File: src/rtl/issue_pkg.sv
// Shared types for the multi-issue stage: the decoded entry carried through the
// issue queue to the execute lanes, plus register-file geometry.
package issue_pkg;

    localparam int unsigned REG_ADDR_W  = 5;
    localparam int unsigned NREGS       = 32;
    localparam int unsigned ENTRY_TAG_W = 8;

    typedef struct packed {
        logic [REG_ADDR_W-1:0]  rd;
        logic [REG_ADDR_W-1:0]  rs1;
        logic [REG_ADDR_W-1:0]  rs2;
        logic                   uses_rs1;
        logic                   uses_rs2;
        logic                   reg_write;
        logic                   is_mem;
        logic                   is_branch;
        logic [ENTRY_TAG_W-1:0] tag;
    } issue_entry_t;

endpackage

File: src/rtl/issue_queue.sv
// Circular issue queue: up to ISSUE_W pushes and pops per cycle, exposes the
// ISSUE_W oldest entries with per-lane valids.
module issue_queue
    import issue_pkg::*;
#(
    parameter int unsigned ISSUE_W = 2,
    parameter int unsigned QDEPTH  = 8
) (
    input  logic                       clk,
    input  logic                       reset,
    input  logic                       flush,
    input  logic [ISSUE_W-1:0]         push_valid,
    input  issue_entry_t [ISSUE_W-1:0] push_entry,
    input  logic [ISSUE_W-1:0]         pop_valid,
    output issue_entry_t [ISSUE_W-1:0] head_entry,
    output logic [ISSUE_W-1:0]         head_valid,
    output logic                       has_room
);

    localparam int unsigned PTR_W = $clog2(QDEPTH);
    localparam int unsigned CNT_W = PTR_W + 1;

    issue_entry_t     mem_q [QDEPTH];
    logic [PTR_W-1:0] wr_ptr_q;
    logic [PTR_W-1:0] rd_ptr_q;
    logic [CNT_W-1:0] count_q;
    logic [CNT_W-1:0] n_push;
    logic [CNT_W-1:0] n_pop;

    always_comb begin
        n_push = '0;
        n_pop  = '0;
        for (int i = 0; i < int'(ISSUE_W); i++) begin
            n_push = n_push + CNT_W'(push_valid[i]);
            n_pop  = n_pop + CNT_W'(pop_valid[i]);
        end
    end

    always_comb begin
        for (int k = 0; k < int'(ISSUE_W); k++) begin
            head_entry[k] = mem_q[rd_ptr_q + PTR_W'(k)];
            head_valid[k] = count_q > CNT_W'(k);
        end
    end

    // Room for a full-width group, so the producer never has to split one.
    assign has_room = count_q <= CNT_W'(QDEPTH - ISSUE_W);

    always_ff @(posedge clk) begin
        if (reset) begin
            wr_ptr_q <= '0;
            rd_ptr_q <= '0;
            count_q  <= '0;
        end else if (flush) begin
            rd_ptr_q <= wr_ptr_q;
            count_q  <= '0;
        end else begin
            wr_ptr_q <= wr_ptr_q + PTR_W'(n_push);
            rd_ptr_q <= rd_ptr_q + PTR_W'(n_pop);
            count_q  <= count_q + n_push - n_pop;
        end
    end

    always_ff @(posedge clk) begin
        for (int i = 0; i < int'(ISSUE_W); i++) begin
            if (push_valid[i]) begin
                mem_q[wr_ptr_q + PTR_W'(i)] <= push_entry[i];
            end
        end
    end

endmodule

File: src/rtl/multi_issue_scoreboard.sv
// N-wide in-order issue stage: issue queue, per-group hazard checks against a
// register scoreboard, writeback clearing and a saturating stall counter.
module multi_issue_scoreboard
    import issue_pkg::*;
#(
    parameter int unsigned ISSUE_W = 2,
    parameter int unsigned WB_W    = 2,
    parameter int unsigned QDEPTH  = 8,
    parameter int unsigned TAG_W   = ENTRY_TAG_W
) (
    input  logic                                clk,
    input  logic                                reset,
    input  logic [ISSUE_W-1:0]                  enq_valid,
    input  issue_entry_t [ISSUE_W-1:0]          enq_entry,
    output logic                                enq_ready,
    output logic [ISSUE_W-1:0]                  iss_valid,
    output issue_entry_t [ISSUE_W-1:0]          iss_entry,
    input  logic                                iss_ready,
    input  logic [WB_W-1:0]                     wb_valid,
    input  logic [WB_W-1:0][REG_ADDR_W-1:0]     wb_rd,
    input  logic                                flush,
    output logic [NREGS-1:0]                    busy_vec,
    output logic                                stall,
    output logic [31:0]                         stall_cycles
);

    logic [ISSUE_W-1:0] head_valid;
    logic [ISSUE_W-1:0] push_valid;
    logic               enq_fire;
    logic [NREGS-1:0]   busy_q;
    logic [NREGS-1:0]   busy_d;
    logic [31:0]        stall_q;
    logic [31:0]        stall_d;

    assign enq_fire   = enq_ready & (|enq_valid) & ~flush;
    assign push_valid = enq_valid & {ISSUE_W{enq_fire}};

    issue_queue #(
        .ISSUE_W (ISSUE_W),
        .QDEPTH  (QDEPTH)
    ) u_issue_queue (
        .clk        (clk),
        .reset      (reset),
        .flush      (flush),
        .push_valid (push_valid),
        .push_entry (enq_entry),
        .pop_valid  (iss_valid),
        .head_entry (iss_entry),
        .head_valid (head_valid),
        .has_room   (enq_ready)
    );

    always_comb begin
        issue_entry_t cur;
        issue_entry_t old;
        logic         ok;
        logic         chain;
        iss_valid = '0;
        chain     = 1'b1;
        for (int k = 0; k < int'(ISSUE_W); k++) begin
            cur = iss_entry[k];
            ok  = head_valid[k] & iss_ready & ~flush;
            if (cur.uses_rs1 && busy_q[cur.rs1]) ok = 1'b0;
            if (cur.uses_rs2 && busy_q[cur.rs2]) ok = 1'b0;
            if (cur.reg_write && cur.rd != '0 && busy_q[cur.rd]) ok = 1'b0;
            // Intra-group hazards: older lanes in the same group are not yet in busy_q.
            for (int j = 0; j < k; j++) begin
                old = iss_entry[j];
                if (old.is_branch) ok = 1'b0;
                if (old.is_mem && cur.is_mem) ok = 1'b0;
                if (old.reg_write && old.rd != '0) begin
                    if ((cur.uses_rs1 && cur.rs1 == old.rd) ||
                        (cur.uses_rs2 && cur.rs2 == old.rd) ||
                        (cur.reg_write && cur.rd == old.rd)) begin
                        ok = 1'b0;
                    end
                end
            end
            chain        = chain & ok;
            iss_valid[k] = chain;
        end
    end

    // Clears first so a same-cycle issue of the same rd wins.
    always_comb begin
        busy_d = busy_q;
        for (int p = 0; p < int'(WB_W); p++) begin
            if (wb_valid[p]) busy_d[wb_rd[p]] = 1'b0;
        end
        for (int k = 0; k < int'(ISSUE_W); k++) begin
            if (iss_valid[k] && iss_entry[k].reg_write && iss_entry[k].rd != '0) begin
                busy_d[iss_entry[k].rd] = 1'b1;
            end
        end
        busy_d[0] = 1'b0;
    end

    assign stall   = head_valid[0] & iss_ready & ~iss_valid[0];
    assign stall_d = (stall && stall_q != 32'hFFFF_FFFF) ? stall_q + 32'd1 : stall_q;

    always_ff @(posedge clk) begin
        if (reset) begin
            busy_q  <= '0;
            stall_q <= '0;
        end else begin
            busy_q  <= busy_d;
            stall_q <= stall_d;
        end
    end

    assign busy_vec     = busy_q;
    assign stall_cycles = stall_q;

    logic [ISSUE_W-1:0] enq_valid_inc;
    assign enq_valid_inc = enq_valid + ISSUE_W'(1);

    always_ff @(posedge clk) begin
        if (reset) begin
            assert (TAG_W == ENTRY_TAG_W) else $error("TAG_W differs from issue_entry_t tag width");
        end else if (|enq_valid) begin
            assert (enq_ready) else $error("enqueue while enq_ready is low");
            assert ((enq_valid & enq_valid_inc) == '0) else $error("enq_valid not contiguous");
        end
    end

endmodule

File: config.mk
export PLATFORM = sky130hd
export DESIGN_NAME = multi_issue_scoreboard
export DESIGN_NICKNAME = d
export VERILOG_FILES = /design/src/rtl/issue_pkg.sv /design/src/rtl/issue_queue.sv /design/src/rtl/multi_issue_scoreboard.sv
export SDC_FILE = /design/constraint.sdc
export NUM_CORES = 1
export LEC_CHECK = 0
export BUFFER_PORTS_ARGS = -buffer_cell sky130_fd_sc_hd__buf_2
export CAP_MARGIN = 40
export CORE_UTILIZATION = 30
export CTS_BUF_LIST = sky130_fd_sc_hd__clkbuf_2 sky130_fd_sc_hd__clkbuf_4 sky130_fd_sc_hd__clkbuf_8
export DETAILED_ROUTE_END_ITERATION = 7
export GPL_ROUTABILITY_DRIVEN = 0
export HOLD_SLACK_MARGIN = 0.06
export SLEW_MARGIN = 10
export SYNTH_ARGS = -nofsm -noshare
export SYNTH_HDL_FRONTEND = slang
export SYNTH_SLANG_ARGS = --single-unit
File: constraint.sdc
create_clock -name clk -period 4.6 [get_ports clk]
set_clock_uncertainty 0.1 [all_clocks]
set_input_delay 0.69 -clock clk [delete_from_list [all_inputs] [get_ports clk]]
set_output_delay 0.69 -clock clk [all_outputs]
set_load 0.1 [all_outputs]
# Word-level counts from Yosys, hierarchy flattened
# Memory sizes are Yosys's and may differ from the RTL's. A register that Yosys moved wholly into a read port is not among the register bits.
# Index checks and enable logic that the tools add are counted.
dict set report totals {
  register_bits 74
  latch_bits 0
  mem_bits_rw 224
  mem_bits_ro 0
  inputBits 74
  out_inout_bits 124
  word_cells 119
  memories 1
}
# name words word_bits read_ports rd_ports_with_merged_regs write_ports line_no
set memory_table {}
lappend memory_table {u_issue_queue.mem_q 8 28 2 1 2 issue_queue.sv:23} ;# issue_entry_t mem_q [QDEPTH];
dict set report classes {
  add_sub_neg 9
  n_mul 0
  div_mod_pow 0
  order_cmp 15
  n_eq_ne 4
  shifts 0
  mux 40
  n_bitwise 17
  n_reduce_logical 27
}
# cell count
set op_table {}
lappend op_table {{two-way mux 32 bit} 4}
lappend op_table {{bitwise AND 32 bit} 2}
lappend op_table {{inverter 32 bit} 2}
lappend op_table {{bitwise OR 32 bit} 2}
lappend op_table {{less-than comparator 5 x 6 -> 1 bit, second input constant} 8}
lappend op_table {{adder 32 x 1 -> 32 bit, second input constant} 1}
lappend op_table {{inequality test 32 bit, second input constant} 1}
lappend op_table {{binary-select mux 1 bit (select 5 bit)} 6}
lappend op_table {{two-way mux 1 bit} 24}
lappend op_table {{logical AND 1 bit} 21}
lappend op_table {{demux 1 bit (select 5 bit)} 4}
lappend op_table {{greater-or-equal comparator 5 x 1 -> 1 bit, second input constant} 4}
lappend op_table {{equality test 5 bit} 3}
lappend op_table {{nonzero test 5 bit} 2}
lappend op_table {{bitwise AND 1 bit} 8}
lappend op_table {{greater-than comparator 4 x 1 -> 1 bit, second input constant} 2}
lappend op_table {{adder 3 x 1 -> 3 bit, second input constant} 2}
lappend op_table {{adder 3 bit} 2}
lappend op_table {{two-way mux 3 bit} 2}
lappend op_table {{adder 1 x 1 -> 2 bit} 2}
lappend op_table {{adder 4 bit} 1}
lappend op_table {{<= comparator 4 x 3 -> 1 bit, second input constant} 1}
lappend op_table {{OR reduction 2 bit} 2}
lappend op_table {{subtractor 4 bit} 1}
lappend op_table {{3 further kinds} 5}

# Logic depth before layout (Yosys ltp)
# An unclocked memory read counts as a cell.
dict set report depth {
  ltp_word 17
  depth_mapped 22
  mapped_depth_nobuf 18
}

# Modules after synthesis
# A second synthesis with hierarchy kept.
dict set report unflattened {
  cells_unflattened 1460
  area_unflattened_um2 19388.6
}
# mod n_inst cells_per_inst area_each_um2 seq_area_each_um2
set by_module_without_submodules {}
lappend by_module_without_submodules {issue_queue 1 769 13620.6 6926.6}
lappend by_module_without_submodules {multi_issue_scoreboard 1 691 5768.0 1261.2}

# Least setup slack after synthesis
# OpenSTA, ideal clock, no wires.
dict set report synth_timing {
  kind {flip-flop to flip-flop}
  from {register u_issue_queue.rd_ptr_q[0]}
  to {register u_issue_queue.rd_ptr_q[2]}
  arrival_time_ps 6176
  required_ps 4430
  setup_slack_ps -1746
  stages_incl_launch_ff 20
  path_buffers 5
  synth_period_minus_slack_ps 6346
  path_cell_list {dfxtp_1 ha_1 buf_2 buf_2 buf_2 buf_2 buf_1 mux4_2 mux2i_1 inv_1 a41oi_1 nand3_1 a211oi_2 o311ai_2 nor2_1 inv_1 fa_1 xnor2_1 nand2_1 a21oi_1}
}
# element line_no
set synth_rtl {}
lappend synth_rtl {{from (decl)} issue_queue.sv:25} ;# logic [PTR_W-1:0] rd_ptr_q;
lappend synth_rtl {{from (signal assigned)} issue_queue.sv:55} ;# rd_ptr_q <= wr_ptr_q;
lappend synth_rtl {{from (signal assigned)} issue_queue.sv:59} ;# rd_ptr_q <= rd_ptr_q + PTR_W'(n_pop);

# Worst setup path after layout
dict set report layout_timing {
  from {register u_issue_queue.rd_ptr_q[0]}
  to {output iss_valid[1]}
}
dict set report layout_via {
  elab_chain_cells 13
}
# element line_no
set layout_lines {}
lappend layout_lines {{adder 3 x 1 -> 3 bit (*)} issue_queue.sv:41} ;# head_entry[k] = mem_q[rd_ptr_q + PTR_W'(k)];
lappend layout_lines {{memory (8 x 28 bit) (*)} n/a}
lappend layout_lines {{binary-select mux 1 bit (select 5 bit)} multi_issue_scoreboard.sv:63} ;# if (cur.uses_rs1 && busy_q[cur.rs1]) ok = 1'b0;
lappend layout_lines {{two-way mux 1 bit (not written as such)} multi_issue_scoreboard.sv:63}
lappend layout_lines {{logical AND 1 bit} multi_issue_scoreboard.sv:63}
lappend layout_lines {{two-way mux 1 bit} multi_issue_scoreboard.sv:63}
lappend layout_lines {{two-way mux 1 bit} multi_issue_scoreboard.sv:64} ;# if (cur.uses_rs2 && busy_q[cur.rs2]) ok = 1'b0;
lappend layout_lines {{two-way mux 1 bit} multi_issue_scoreboard.sv:65} ;# if (cur.reg_write && cur.rd != '0 && busy_q[cur.rd]) ok = 1'b0;
lappend layout_lines {{two-way mux 1 bit} multi_issue_scoreboard.sv:69} ;# if (old.is_branch) ok = 1'b0;
lappend layout_lines {{two-way mux 1 bit} multi_issue_scoreboard.sv:70} ;# if (old.is_mem && cur.is_mem) ok = 1'b0;
lappend layout_lines {{two-way mux 1 bit} multi_issue_scoreboard.sv:72} ;# if ((cur.uses_rs1 && cur.rs1 == old.rd) ||
lappend layout_lines {{two-way mux 1 bit (*)} multi_issue_scoreboard.sv:71} ;# if (old.reg_write && old.rd != '0) begin
lappend layout_lines {{bitwise AND 1 bit (*)} multi_issue_scoreboard.sv:79} ;# chain = chain & ok;
lappend layout_lines {{to (decl)} multi_issue_scoreboard.sv:16} ;# output logic [ISSUE_W-1:0] iss_valid,
# Every way passes the cells marked *; elsewhere a longest branch is shown, timed or not. The select of a mux whose other input is x is not followed.

==> run summary <==
- result of the run: finished with violations
- violations in the final reports: negative setup slack
- setup repair after global routing missed its margin: true
- CTS root buf: clkbuf_8
- required time at the endpoint of the critical path: 3.81 ns
- number of clock sinks seen by CTS: 297
- largest fanout on the critical path: 8
- Max IR drop VDD: 0.263 mV
- final design utilization: 38.1%
- Antenna Nets Post-Route: 0
- Worst-path clk slew: 0.06 ns
- Post-Syn Instances: 1675
- Nets: 2103
- max-cap viol count: 0
- overall die area: 67400 um2
- Slew headroom: 49.0%
- mapped cell area: 19900 um2
- height of the die: 260 um
- pin count of the biggest net entering global routing: 64
- most used flip-flop cell after synthesis: edfxtp_1
- Startpoint Class: flip-flop
- fraction of registers with async set/reset: 0%
- classification of the worst-slack hold path: in2reg
- post-synthesis to final-layout area growth: 25.9%
- minimum clock period after layout: 4.88 ns
- post-synth net total: 1765
- wire length of the first global-routing pass: 107000 um
- DRC: 0
- count of buffers from port buffering: 196
- endpoint kind of the worst setup timing path: primary output
- layout cells sized above 1: 47.2%
- final hold viol count: 0
- final worst-path cycle share: 106%
- initial antenna violation count: 15
- via count of the first global-routing pass: 16700
- worst-case setup slack after placement: -0.271 ns
- die outline width: 260 um
- Final setup viols: 6
- Initial Util: 30.3%
- detailed-placement wirelength estimate: 50900 um
- post-layout worst setup margin: -0.277 ns
- post-synthesis sequential area ratio: 41.1%
- EDFF count, synth: 224
- post-detailed-routing wire length: 73000 um
- number of search-and-repair iterations in the first detailed-routing pass: 6
- core box area: 65700 um2
- count of distinct cell types in the synthesized netlist: 90
- Avg Inst Size Synth: 11.9 um2
- CTS H-tree depth: 2
- CTS buffer count: 51
- global-route usage over all layers: 21.2%
- post-route cell area: 25100 um2
- clock latency on the worst-skew pair: 0.66 ns
- number of I/O pins: 198
- Least-Margin Pin Slew: 0.762 ns
- number of pins exceeding their max-slew limit in the final report: 0
- TritonCTS clock tree: built
- post-detailed-placement cell area: 23200 um2
- buffers from clock root to sink, at most: 3
- arrival time worst endpoint: 4.09 ns
- yosys warns: 0
- cell row count: 94
- Peak Freq: 205 MHz
- Pleak: 8.66 nW
- via-per-instance ratio: 5.76
- power density normalized to cell area: 344 nW/um2
- fillcell total: 6314
- DR iter-0 viols: 2008
- global route total overflow: 0
- total power: 0.00863 W
- vias post-DR: 16900
- routed length per placed instance: 25.0 um
- Worst Setup Path Type: reg2out
- number of storage elements in the synthesis netlist: 297
[worst max-delay path, stage by stage (launching register included)]
cell,delay (ns)
dfxtp_4,0.39
ha_4,0.29
buf_12,0.12
mux4_2,0.55
mux2i_4,0.25
buf_4,0.24
clkinvlp_4,0.14
mux2i_1,0.15
o32ai_2,0.24
nor4_2,0.10
a211oi_4,0.26
o311ai_4,0.16
buf_6,0.16
nor2_4,0.16
buf_12,0.19
[report_power, final]
part / switching [W] / internal (W)
Combinational: 0.00191 / 0.00104
Clock: 0.00121 / 0.00142
Sequential: 0.0000553 / 0.00299
[synth_stat cells (13+ instances only)]
library cell	count	area share, %
clkbuf_1	47	0.89
a221o_1	15	0.75
dfxtp_1	73	7.3
edfxtp_1	224	34
nand3_1	38	0.96
mux4_2	104	12
buf_2	19	0.48
inv_1	82	1.5
xnor2_1	21	0.92
nor3b_1	19	0.72
o21ai_1	13	0.33
o22ai_1	29	0.91
buf_6	13	0.74
a22oi_1	14	0.53
nand2_1	110	2.1
nand3b_1	14	0.53
and3_1	19	0.60
nand4_1	13	0.41
o21ai_0	35	0.88
a21oi_1	64	1.6
nor2_1	61	1.2
buf_1	13	0.25
nor3_1	39	0.98
mux2_2	253	14
mux2i_1	73	3.7
[per-layer routing]
layer,routed length [um],global-route usage [%],vias up
li1,-,-,7322
met1,29100,27.2,8345
met2,34500,35.0,953
met3,6720,4.27,210
met4,2550,7.84,20
met5,116,0,-
[worst paths after layout]
check	start	endpoint	slack, ns	depth (start not counted)
worst min-delay path	flush	u_issue_queue.count_q[1]$_SDFF_PP0_	0.22	2
worst max-delay path	u_issue_queue.rd_ptr_q[0]$_SDFF_PP0_	iss_valid[1]	-0.28	14
worst min register to register	stall_cycles[19]$_SDFFE_PP0P_	stall_cycles[19]$_SDFFE_PP0P_	0.40	2
worst max register to register	u_issue_queue.rd_ptr_q[0]$_SDFF_PP0_	u_issue_queue.count_q[3]$_SDFF_PP0_	-0.16	20
[layout by cell type, fill, tap and decap left out, drive strengths merged, types with 38 or more instances in the layout]
cell / n
nand2: 112
mux4: 105
a21oi: 64
o21ai: 53
mux2: 254
buf: 380
nor3: 39
dfxtp: 73
clkbuf: 78
mux2i: 78
inv: 80
nor2: 63
nand3: 38
edfxtp: 224
[flip-flops by register name, summed over array words and instances, names as in the netlist]
signal / cells
busy_vec: 31
u_issue_queue.rd_ptr_q: 3
u_issue_queue.count_q: 4
u_issue_queue.mem_q: 224
stall_cycles: 32
u_issue_queue.wr_ptr_q: 3
[timing repair]
action | 4_1_cts | 5_1_grt
buffers inserted | 30 | 5
endpoints found under the hold margin | 0 | 0
endpoints found under the setup margin | 8 | 21
hold buffers | 0 | 0
gates cloned | 5 | 0
gates resized for setup | 55 | 12
pin swaps | 16 | 9
[kinds of logic after synthesis]
kind of cell             Yosys count  synth area share [%]
other                              1                0.0188
AO/OA/AOI/OAI                    321                  11.6
buffers and inverters            190                  4.36
AND/OR/NAND/NOR                  387                  10.1
XOR/XNOR                          26                  1.14
multiplexers                     437                  30.5
adder cells (fa/ha/maj)           16                  1.16
flip-flops                       297                  41.1
[layout make-up]
type	count	area, um2	area share [%]
repair buffers	384	2910	11.6
multi-input cells	1188	11400	45.4
well taps	864	1080	4.31
flip-flops and latches	297	8190	32.7
inverters	91	387	1.54
diodes	4	10.0	0.0399
clock inverters	17	163	0.649
clock buffers	78	930	3.71
[per-stage QoR]
step / std cells / setup TNS [ns] / hold slack (ns)
after CTS: 2914 / -0.932 / 0.169
after floorplan: 1675 / -1.89 / 0.417
after global routing: 2922 / -2.29 / 0.198
final: 2923 / -1.10 / 0.217
after global placement: 2778 / -0.349 / 0.372
after detailed placement: 2784 / -0.427 / 0.381
(Power assumes the default switching activity.)
